**config.mk**
```make
export PLATFORM = sky130hd
export DESIGN_NAME = buffer_arbiter
export DESIGN_NICKNAME = d
export VERILOG_FILES = /design/src/rtl/accelerator_pkg.sv /design/src/rtl/buffer_arbiter_pkg.sv /design/src/rtl/single_port_ram_pkg.sv /design/src/rtl/buffer_arbiter_rr_picker.sv /design/src/rtl/buffer_arbiter.sv
export SDC_FILE = /design/constraint.sdc
export NUM_CORES = 1
export LEC_CHECK = 0
export CORE_ASPECT_RATIO = 1.1
export CORE_MARGIN = 5
export CORE_UTILIZATION = 24
export CTS_BUF_LIST = sky130_fd_sc_hd__clkbuf_4 sky130_fd_sc_hd__clkbuf_8
export CTS_CLUSTER_SIZE = 20
export DETAILED_ROUTE_END_ITERATION = 10
export GPL_TIMING_DRIVEN = 0
export PLACE_DENSITY = 0.73
export SYNTH_ARGS = -nofsm -noshare
export SYNTH_HDL_FRONTEND = slang
export SYNTH_SLANG_ARGS = --single-unit
export TNS_END_PERCENT = 30
```
**constraint.sdc**
```tcl
create_clock -name clk -period 4.2 [get_ports clk]
set_clock_uncertainty 0.2 [all_clocks]
set_input_delay 0.42 -clock clk [delete_from_list [all_inputs] [get_ports clk]]
set_output_delay 0.42 -clock clk [all_outputs]
set_load 0.1 [all_outputs]
```
**src/rtl/accelerator_pkg.sv**
```systemverilog
// -----------------------------------------------------------------------------
// accelerator_pkg
// Datapath-wide constants shared by the accelerator blocks.
// -----------------------------------------------------------------------------
package accelerator_pkg;
    localparam int          ACC_DATA_WIDTH = 16;
    // Value driven onto an idle data bus.
    localparam logic [15:0] EMPTY_DATA     = 16'h0000;
endpackage

```
**src/rtl/buffer_arbiter_pkg.sv**
```systemverilog
// -----------------------------------------------------------------------------
// buffer_arbiter_pkg
// One-hot arbiter state encoding, its bit indices, and the round-robin
// pointer advance helper.
// -----------------------------------------------------------------------------
package buffer_arbiter_pkg;
    localparam int ARB_B  = 0;
    localparam int HOLD_B = 1;

    typedef enum logic [1:0] {
        ST_ARB  = 2'b01,   // no owner
        ST_HOLD = 2'b10    // owner granted, tenure counting
    } buffer_arbiter_state_t;

    // Pointer that follows a grant to requester idx: (idx + 1) mod n.
    function automatic int next_ptr(input int idx, input int n);
        return (idx + 1 >= n) ? 0 : idx + 1;
    endfunction
endpackage

```
**src/rtl/single_port_ram_pkg.sv**
```systemverilog
// -----------------------------------------------------------------------------
// single_port_ram_pkg
// Control-pin encodings of the single-port RAM buffer macro. The macro uses
// active-low chip select and output enable, and an active-high write request.
// -----------------------------------------------------------------------------
package single_port_ram_pkg;
    localparam logic CS_EN      = 1'b0;
    localparam logic CS_DIS     = 1'b1;
    localparam logic OE_EN      = 1'b0;
    localparam logic OE_DIS     = 1'b1;
    localparam logic WREQ_WRITE = 1'b1;
    localparam logic WREQ_DIS   = 1'b0;
endpackage

```
**src/rtl/buffer_arbiter_rr_picker.sv**
```systemverilog
// -----------------------------------------------------------------------------
// rr_picker
// Combinational winner selection for buffer_arbiter.
//   request : per-requester request vector
//   pointer : round-robin start index (search ascends from here with wrap)
//   exclude : requesters removed from this arbitration
//   winner  : one-hot winner (zero when nothing is eligible)
//   valid   : a winner exists
// Build option BUFFER_ARB_FIXED_PRIO_EN: lowest requesting index always wins;
// pointer and exclude are ignored so the lowest index may win again.
// -----------------------------------------------------------------------------
module rr_picker #(
    parameter int NUM_REQ = 4,
    parameter int IDW     = $clog2(NUM_REQ)
) (
    input  logic [NUM_REQ-1:0] request,
    input  logic [IDW-1:0]     pointer,
    input  logic [NUM_REQ-1:0] exclude,
    output logic [NUM_REQ-1:0] winner,
    output logic               valid
);

`ifdef BUFFER_ARB_FIXED_PRIO_EN
    logic unused_rr;
    assign unused_rr = ^{pointer, exclude};

    always_comb begin
        winner = '0;
        valid  = 1'b0;
        for (int i = 0; i < NUM_REQ; i++) begin
            if (!valid && request[i]) begin
                winner[i] = 1'b1;
                valid     = 1'b1;
            end
        end
    end
`else
    logic [NUM_REQ-1:0] eligible;
    logic [IDW-1:0]     idx;

    assign eligible = request & ~exclude;

    // Walk NUM_REQ positions starting at pointer; first eligible one wins.
    always_comb begin
        winner = '0;
        valid  = 1'b0;
        idx    = '0;
        for (int k = 0; k < NUM_REQ; k++) begin
            idx = IDW'((int'(pointer) + k) % NUM_REQ);
            if (!valid && eligible[idx]) begin
                winner[idx] = 1'b1;
                valid       = 1'b1;
            end
        end
    end
`endif

endmodule

```
**src/rtl/buffer_arbiter.sv**
```systemverilog
// -----------------------------------------------------------------------------
// buffer_arbiter
// Shares one single-port RAM buffer among NUM_REQ producers. One requester at
// a time owns the buffer for at most BURST_SIZE cycles; the owner's RAM pins
// are muxed onto the buffer and read data is broadcast to everyone.
//
// Ports:
//   clk, rstn            clock, asynchronous active-low reset
//   req_request          per-requester request
//   req_grant            registered one-hot grant
//   req_cs/oe/W_req      per-requester RAM controls
//   req_addr, req_W_data packed per-requester address / write data
//   req_R_data           buffer read data broadcast
//   buffer_*             RAM-side pins
//   busy, grant_id       ownership status (grant_id valid when busy)
//   dbg_state            current one-hot FSM state
//
// Handshake: a requester holds req_request high and may drive the RAM only
// while its req_grant is high; the grant follows a high request one edge
// later and drops on the edge after the request falls or the tenure expires.
//
// Build option BUFFER_ARB_FIXED_PRIO_EN: fixed-priority selection instead of
// round-robin (tenure limit unchanged).
// -----------------------------------------------------------------------------
module buffer_arbiter
    import buffer_arbiter_pkg::*;
    import single_port_ram_pkg::*;
    import accelerator_pkg::*;
#(
    parameter int NUM_REQ    = 4,
    parameter int DATA_WIDTH = 16,
    parameter int ADDR_WIDTH = 20,
    parameter int BURST_SIZE = 4
) (
    input  logic                             clk,
    input  logic                             rstn,
    input  logic [NUM_REQ-1:0]               req_request,
    output logic [NUM_REQ-1:0]               req_grant,
    input  logic [NUM_REQ-1:0]               req_cs,
    input  logic [NUM_REQ-1:0]               req_oe,
    input  logic [NUM_REQ-1:0]               req_W_req,
    input  logic [NUM_REQ*ADDR_WIDTH-1:0]    req_addr,
    input  logic [NUM_REQ*DATA_WIDTH-1:0]    req_W_data,
    output logic [DATA_WIDTH-1:0]            req_R_data,
    output logic                             buffer_cs,
    output logic                             buffer_oe,
    output logic                             buffer_W_req,
    output logic [ADDR_WIDTH-1:0]            buffer_addr,
    output logic [DATA_WIDTH-1:0]            buffer_W_data,
    input  logic [DATA_WIDTH-1:0]            buffer_R_data,
    output logic                             busy,
    output logic [$clog2(NUM_REQ)-1:0]       grant_id,
    output logic [1:0]                       dbg_state
);

    localparam int IDW  = $clog2(NUM_REQ);
    localparam int CNTW = $clog2(BURST_SIZE + 1);

    buffer_arbiter_state_t state_q;
    logic [NUM_REQ-1:0]    grant_q;
    logic [IDW-1:0]        grant_id_q;
    logic [IDW-1:0]        pointer_q;
    logic [CNTW-1:0]       tenure_q;

    logic                  owner_req;
    logic                  others_req;
    logic                  tenure_end;
    logic [NUM_REQ-1:0]    exclude;
    logic [NUM_REQ-1:0]    pick_winner;
    logic                  pick_valid;
    logic [IDW-1:0]        win_idx;

    assign owner_req  = |(req_request & grant_q);
    assign others_req = |(req_request & ~grant_q);
    assign tenure_end = !owner_req || (tenure_q == CNTW'(BURST_SIZE));
    // The current owner only competes again when nobody else is asking.
    assign exclude    = others_req ? grant_q : '0;

    rr_picker #(
        .NUM_REQ (NUM_REQ),
        .IDW     (IDW)
    ) u_picker (
        .request (req_request),
        .pointer (pointer_q),
        .exclude (exclude),
        .winner  (pick_winner),
        .valid   (pick_valid)
    );

    always_comb begin
        win_idx = '0;
        for (int i = 0; i < NUM_REQ; i++) begin
            if (pick_winner[i]) begin
                win_idx = IDW'(i);
            end
        end
    end

    always_ff @(posedge clk or negedge rstn) begin
        if (!rstn) begin
            state_q    <= ST_ARB;
            grant_q    <= '0;
            grant_id_q <= '0;
            pointer_q  <= '0;
            tenure_q   <= '0;
        end else begin
            case (state_q)
                ST_ARB: begin
                    if (pick_valid) begin
                        state_q    <= ST_HOLD;
                        grant_q    <= pick_winner;
                        grant_id_q <= win_idx;
                        pointer_q  <= IDW'(next_ptr(int'(win_idx), NUM_REQ));
                        tenure_q   <= CNTW'(1);
                    end
                end
                ST_HOLD: begin
                    if (!tenure_end) begin
                        tenure_q <= tenure_q + CNTW'(1);
                    end else if (pick_valid) begin
                        // Hand over in the same cycle: no dead cycle between owners.
                        grant_q    <= pick_winner;
                        grant_id_q <= win_idx;
                        pointer_q  <= IDW'(next_ptr(int'(win_idx), NUM_REQ));
                        tenure_q   <= CNTW'(1);
                    end else begin
                        state_q  <= ST_ARB;
                        grant_q  <= '0;
                        tenure_q <= '0;
                    end
                end
                default: begin
                    state_q  <= ST_ARB;
                    grant_q  <= '0;
                    tenure_q <= '0;
                end
            endcase
        end
    end

    assign req_grant  = grant_q;
    assign grant_id   = grant_id_q;
    assign busy       = state_q[HOLD_B];
    assign dbg_state  = state_q;
    assign req_R_data = buffer_R_data;

    // Only the registered owner's pins reach the RAM.
    always_comb begin
        buffer_cs     = CS_DIS;
        buffer_oe     = OE_DIS;
        buffer_W_req  = WREQ_DIS;
        buffer_addr   = '0;
        buffer_W_data = DATA_WIDTH'(EMPTY_DATA);
        if (busy) begin
            buffer_cs     = req_cs[grant_id_q];
            buffer_oe     = req_oe[grant_id_q];
            buffer_W_req  = req_W_req[grant_id_q];
            buffer_addr   = req_addr[grant_id_q*ADDR_WIDTH +: ADDR_WIDTH];
            buffer_W_data = req_W_data[grant_id_q*DATA_WIDTH +: DATA_WIDTH];
        end
    end

endmodule

```
==> impl_metrics.toml, run 1 <==
[power]
vdd_ir_drop_max_v = 0.0004540
p_per_area_mw_per_mm2 = 788.0
p_leak_uw = 0.002000

[setup_path]
crit_required_ps = 4120
crit_family = "compound AO/OA/AOI/OAI gates"
startpoint_type = "flop"
slowest_delay_ps = 580
crit_fanout = 11
critPathCaptureType = "flop"
crit_slowest_cell = "dfrtp_1"
timing.critical_path.buf_inv = 2
path_common_cell = "ha_1"
arrival_ps = 3820
crit_chain = "inv_1 > ha_1 > buf_6 > mux2i_1 > a2111oi_4 > o22a_1 > o311ai_1 > a32oi_1 > a21bo_2 > ha_1 > mux2_4"
criticalPathCategory = "flop to flop"

[global_routing]
grt_max_degree = 14
grt_remaining_overflow = 0
antenna_found_initial = 0
use_met2_pct = 30.34
busiest_layer = "met2"
grt_use_met3_pct = 3.013
use_met1_pct = 18.72
grt_first_pass_wirelength_mm = 18.01
grtUsageTotal_pct = 16.13
grt_pass1_vias = 3299

[yosys]
synth_edf_count = 0
ys.flop_type = "dfrtp_1"
synth_nets = 447
synth_mux_area_share_pct = 36.53
synth_seq_cells = 13
netlist_area_mm2 = 0.002843
synth_async_sr_flop_share_pct = 100.0
syn_area_per_cell_um2 = 11.10
synthDistinctLibCells = 59
synth-compound-area-share_pct = 18.97
synthAdderAreaFrac_pct = 5.722
synth_xor_area_share_pct = 0
synth_simple_gate_area_share_pct = 16.51
ys_seq_area_share_pct = 11.49
yosys_warnings = 0
synth_top_family_by_area = "multiplexers"
synthCells = 256

[routing]
vias = 3130
viasPerCell = 4.937
ant_nets = 0
wl_mm = 12.93
drtPass1Iterations = 4
post_drt_wl_per_cell_um = 20.39
drtIter0Drc = 135
drc = 0

[floorplan]
placementRows = 41
io_pins = 242
floorplan.initialDensity_pct = 24.63
die_area_mm2 = 0.01412
core-area_mm2 = 0.01154
die_w_um = 113.8
dieHeight_um = 124.1

[placed_design]
dp_hpwl_mm = 11.39
place_area_mm2 = 0.005273
dp_slack_ps = 343.7
place_congestion = 0.9505
portBuffers = 224

[layout]
fin_area_mm2 = 0.005321
utilization_pct = 46.10
drive_gt1_share_pct = 21.07
antenna_cells = 0
area_growth_syn_to_layout_pct = 87.19
nets = 676

[clock_tree]
path_clk_slew_ps = 50
cts.htree.levels = 1
tritoncts = "yes"
cts_num_sinks = 13
cts_root_buf = "clkbuf_8"
cts_inserted_buffers = 3
clock_latency_ps = 240
cts_hold_buffers = 0
clockBufferDepth = 2
post-cts-setup-buffer-count = 0
cts-resized-gates = 0

[timing]
rsz0062_at_grt = "false"
slew_headroom_pct = 31.30
slew_viol_final = 0
finalSetupTns_ps = 0
setup_violations = 0
hold_violations = 0
tightestPinTransition_ps = 1027
min_period_ps = 3900
fmax_mhz = 256.4
setup_ws_ps = 300.0
finalCritPeriodShare_pct = 92.86

[job]
cap_violations = 0

[worst_hold_path]
hold_path_class = "flop to flop"

[run_status]
outcome = "finished clean"
-- state kept, by name, summed over array words and instances (netlist names) --
register   cells
pointer_q      2
dbg_state      2
tenure_q       3
grant_id       2
req_grant      4
-- per-stage QoR --
| step | cells | power [uW] | hold slack (ps) |
|---|---|---|---|
| 3_5_place_dp | 630 | 4100 | 342.3 |
| 2_1_floorplan | 256 | 3227 | -75.59 |
| 3_3_place_gp | 630 | 4043 | 311.7 |
| 5_1_grt | 634 | 4408 | 386.9 |
| 6_report | 634 | 4193 | 350.2 |
| 4_1_cts | 634 | 4222 | 350.8 |
-- layout make-up --
type | count | area (um^2)
Fill cell | 1068 | 6221
Timing Repair Buffer | 224 | 2242
Multi-Input combinational cell | 193 | 2210
Sequential cell | 13 | 326.6
Buffer | 38 | 261.5
Tap cell | 150 | 187.7
Clock buffer | 4 | 48.80
Inverter | 12 | 45.04
-- synthesized netlist by cell type (all sizes together), types with 2 or more instances --
library cell / count / area share (%)
a22o: 5 / 1.6
o31ai: 4 / 1.2
a22oi: 4 / 1.1
a2111oi: 7 / 4.8
nand2: 7 / 1.0
nor2b: 3 / 0.92
o21ai: 4 / 0.70
nor2: 10 / 1.4
o311ai: 3 / 0.92
o32ai: 3 / 1.8
clkbuf: 10 / 1.7
nand3: 2 / 0.35
a221oi: 2 / 0.62
mux2: 7 / 3.2
ha: 13 / 5.7
nor3b: 4 / 1.1
dfrtp: 12 / 11
mux4: 39 / 31
inv: 12 / 1.6
mux2i: 7 / 2.5
nand2b: 5 / 1.3
o221ai: 3 / 0.92
buf: 28 / 7.5
a32oi: 2 / 0.62
and2: 40 / 8.9
a211o: 4 / 1.4
-- where the power goes --
part / leakage, uW / switching (uW) / internal, uW
combinational: 0.00181 / 2460 / 1370
sequential: 0.000165 / 70.3 / 176
clock: 0.0000262 / 42.4 / 73.3
-- worst paths after layout --
| kind | start | end | slack (ps) | depth (start not counted) |
|---|---|---|---|---|
| hold reg to reg | dbg_state[0]$_DFFE_PN1P_ | dbg_state[0]$_DFFE_PN1P_ | 350 | 2 |
| setup reg to reg | pointer_q[0]$_DFFE_PN0P_ | pointer_q[1]$_DFFE_PN0P_ | 300 | 11 |
| setup / recovery | pointer_q[0]$_DFFE_PN0P_ | pointer_q[1]$_DFFE_PN0P_ | 300 | 11 |
| max in group asynchronous | rstn | dbg_state[1]$_DFFE_PN0P_ | 3060 | 1 |
| min in group asynchronous | rstn | req_grant[0]$_DFFE_PN0P_ | 360 | 1 |
| hold / removal | dbg_state[0]$_DFFE_PN1P_ | dbg_state[0]$_DFFE_PN1P_ | 350 | 2 |
-- layer usage --
| metal | vias up | part of all wire (%) |
|---|---|---|
| met2 | 149 | 55 |
| met3 | 14 | 7.6 |
| li1 | 1440 | - |
| met4 | 0 | 1.9 |
| met5 | - | 0 |
| met1 | 1527 | 36 |
-- cell families after synthesis --
family	after synthesis
flip-flops	13
adder cells (fa/ha/maj)	13
multiplexers	53
AO/OA/AOI/OAI	50
AND/OR/NAND/NOR	77
buffers and inverters	50
-- worst register-to-register path, stage by stage (launching register included) --
cell and delay (ps):
dfrtp_1 580, inv_1 270, ha_1 400, buf_6 160
mux2i_1 150, a2111oi_4 470, o22a_1 300, o311ai_1 130
a32oi_1 280, a21bo_2 290, ha_1 290, mux2_4 260
-- layout by cell type, fill, tap and decap left out, types with 2 or more instances in the layout --
master           netlist  layout
a32oi_1                2       2
a221oi_1               2       2
mux2i_1                7       7
o221ai_1               3       3
mux2_4                 3       3
inv_1                 12      12
o31ai_1                3       3
buf_1                  5       5
a211o_2                3       3
nand3_1                2       2
and2_2                 3       3
clkbuf_8               1       4
and2_1                37      37
o311ai_0               2       2
a2111oi_4              3       3
mux4_2                39      39
a22oi_1                4       4
clkdlybuf4s50_1        0     224
a2111oi_2              3       3
nor2_1                 9       9
nand2_1                6       6
nand2b_2               2       2
o21ai_0                4       4
nand2b_1               3       3
mux2_2                 3       3
nor3b_1                4       4
buf_4                 17      17
nor2b_2                3       3
clkbuf_1               9       9
a22o_1                 4       4
ha_1                  13      13
dfrtp_1               12      12
buf_6                  6       6
Power figures use the tool's default switching activity.
==> run 2: changes to the inputs <==
- CTS_CLUSTER_SIZE: 20 -> 30
- PLACE_DENSITY: 0.73 -> 0.76
- SYNTH_HIERARCHICAL: not set -> 1
==> impl_metrics.toml, run 2 <==
[layout]
multi_input_area_mm2 = 0.001907
n_fill_cell = 980
antenna_cells = 0
layout_commonest_cell = "clkdlybuf4s50_1"
largest_reg_flops = 4
regArea_um2 = 326.6
mostFrequentLayoutCells = "225 x clkdlybuf4s50_1, 41 x mux4_2, 40 x and2_1"
nets = 653
fin_area_mm2 = 0.005042
drive_gt1_share_pct = 18.57
area_growth_syn_to_layout_pct = 96.78

[clock_tree]
cts_root_buf = "clkbuf_8"
cts.htree.levels = 1
path_clk_slew_ps = 50
cts_inserted_buffers = 3
cts_hold_buffers = 0
post-cts-setup-buffer-count = 0
cts_num_sinks = 13
clockBufferDepth = 2
clock_latency_ps = 240
tritoncts = "yes"
cts-resized-gates = 0

[global_routing]
use_met1_pct = 19.36
grt_first_pass_wirelength_mm = 17.02
grt_use_met3_pct = 4.907
grt_max_degree = 14
use_met2_pct = 31.34
antenna_found_initial = 0
grt_pass1_vias = 3037
grtUsageTotal_pct = 16.78
busiest_layer = "met2"
grt_remaining_overflow = 0

[timing]
finalSetupTns_ps = 0
finalCritPeriodShare_pct = 81.49
hold_violations = 0
slew_headroom_pct = 31.64
rsz0062_at_grt = "false"
slew_viol_final = 0
setup_violations = 0
fin_hold_ws_ps = 333.2
min_period_ps = 3422
tightestPinTransition_ps = 1022
fmax_mhz = 292.2

[yosys]
ys.flop_type = "dfrtp_1"
synthTopCellsByArea = "mux4_2 36%, dfrtp_1 12%, and2_1 9.8%, ha_1 5.4%, buf_4 5.0%"
yosysTopAreaCell = "mux4_2"
ys_seq_area_share_pct = 12.74
synth_nets = 423
netlist_area_mm2 = 0.002562
yosys_warnings = 6
yosysTopAreaCellShare_pct = 36.04
synthCells = 234
synth_seq_cells = 13
syn_area_per_cell_um2 = 10.95
synth.most_common_cell = "mux4_2"
synth_commonest_cells = "41 x mux4_2, 40 x and2_1, 17 x buf_4, 17 x inv_1, 12 x dfrtp_1"
synth_async_sr_flop_share_pct = 100.0
synth_edf_count = 0
synthDistinctLibCells = 45

[setup_path]
crit_chain = "clkdlybuf4s50_1 > a222oi_1 > o21ai_0 > and2_1 > nor2b_1 > mux4_2 > nand2b_2 > o21ai_1 > a221o_1 > nor2_1 > nor2_1 > mux2_4"
criticalPathCategory = "input port to flop"
worstReg2RegStart = "req_grant[1]$_DFFE_PN0P_"
crit_fanout = 6
crit_slowest_cell = "clkdlybuf4s50_1"
startpoint_type = "input port"
critPathCaptureType = "flop"
reg2regPathDepth = 12
arrival_ps = 3340
rr_endpoint = "pointer_q[1]$_DFFE_PN0P_"
path_common_cell = "nor2_1"
r2r_slack_ps = 940
slowest_delay_ps = 450
crit_required_ps = 4120

[routing]
vias = 2895
drc = 0
ant_nets = 0
drtIter0Drc = 179
post_drt_wl_per_cell_um = 19.00
drtPass1Iterations = 4
wl_mm = 11.52
viasPerCell = 4.777

[worst_hold_path]
holdPathStages = 2
hold_path_startpoint = "tenure_q[1]$_DFFE_PN0P_"
min_to = "tenure_q[1]$_DFFE_PN0P_"
hold_path_class = "flop to flop"

[power]
vdd_ir_drop_max_v = 0.0004564
p_clk_share_pct = 2.8
pwr-share-comb_pct = 90.7
p_per_area_mw_per_mm2 = 825.0
p_leak_uw = 0.001918
power.switching_uw = 2600
internal_power_uw = 1560
sw_frac_of_total_pct = 62.50
p_seq_share_pct = 6.6

[floorplan]
placementRows = 39
core-area_mm2 = 0.01044
die_w_um = 108.5
floorplan.initialDensity_pct = 24.54
die_area_mm2 = 0.01285
dieHeight_um = 118.4
io_pins = 242

[placed_design]
portBuffers = 225
place_congestion = 0.9074
place_area_mm2 = 0.004994
dp_hpwl_mm = 10.17

[run_status]
outcome = "finished clean"

[job]
cap_violations = 0
[run 2: changes by cell type after synthesis, moves of 5 or more]
| cell | delta |
|---|---|
| clkbuf_1 | -5 |
| mux2i_1 | -5 |
| inv_1 | +5 |
| nor2b_1 | +6 |
| o21ai_1 | +5 |
| buf_1 | -5 |
[run 2: worst max path at each step]
stage | start | end
after detailed placement | req_request[0] | pointer_q[1]$_DFFE_PN0P_
after global routing | req_request[0] | pointer_q[1]$_DFFE_PN0P_
after CTS | req_request[0] | pointer_q[1]$_DFFE_PN0P_
after floorplan | req_grant[0]$_DFFE_PN0P_ | pointer_q[1]$_DFFE_PN0P_
final | req_request[0] | pointer_q[1]$_DFFE_PN0P_
after global placement | req_request[0] | pointer_q[1]$_DFFE_PN0P_
[run 2: cell type report]
class	instances	area share, %
buffer	31	5.261
clock buffer	4	0.9677
inverter	17	1.266
multi-input combinational	173	37.82
sequential	13	6.476
tap	143	3.548
timing repair buffer	225	44.66
[run 2: kinds of logic (layout without fill, tap and decap cells)]
family                   Yosys count  count (layout)  synth area share (%)
multiplexers                      45              45                 37.99
adder cells (fa/ha/maj)           11              11                 5.371
buffers and inverters             48             277                 12.84
AO/OA/AOI/OAI                     35              35                 11.52
flip-flops                        13              13                 12.74
AND/OR/NAND/NOR                   82              82                 19.53
[run 2: metrics by stage]
step                      setup slack, ps  total power, uW  cells  utilization (%)
after floorplan                     660.9             3202    234                -
after global placement              660.2             4014    602            47.82
after detailed placement            561.9             4069    602            47.82
after CTS                           812.9             4190    606            48.29
after global routing                544.5             4356    606            48.29
final                               777.6             4160    606            48.29
[run 2: routing by layer]
layer	wire (um)	up-vias	share of wire, %
met5	0	-	0
met4	65	0	0.56
met3	1080	6	9.4
met2	6009	134	52
met1	4361	1419	38
li1	-	1336	-
[run 2: critical path, delay by kind of cell]
family                 cells  cell delay, ps
AO/OA/AOI/OAI              4             970
AND/OR/NAND/NOR            5             870
multiplexers               2             630
buffers and inverters      1             450
[run 2: power groups by stage]
stage	logic [uW]	clock network (uW)	registers [uW]
finish	3770	115	273
global route	3950	124	287
CTS	3800	119	276
detailed placement	3790	0	278
global placement	3740	0	273
floorplan	2700	0	506
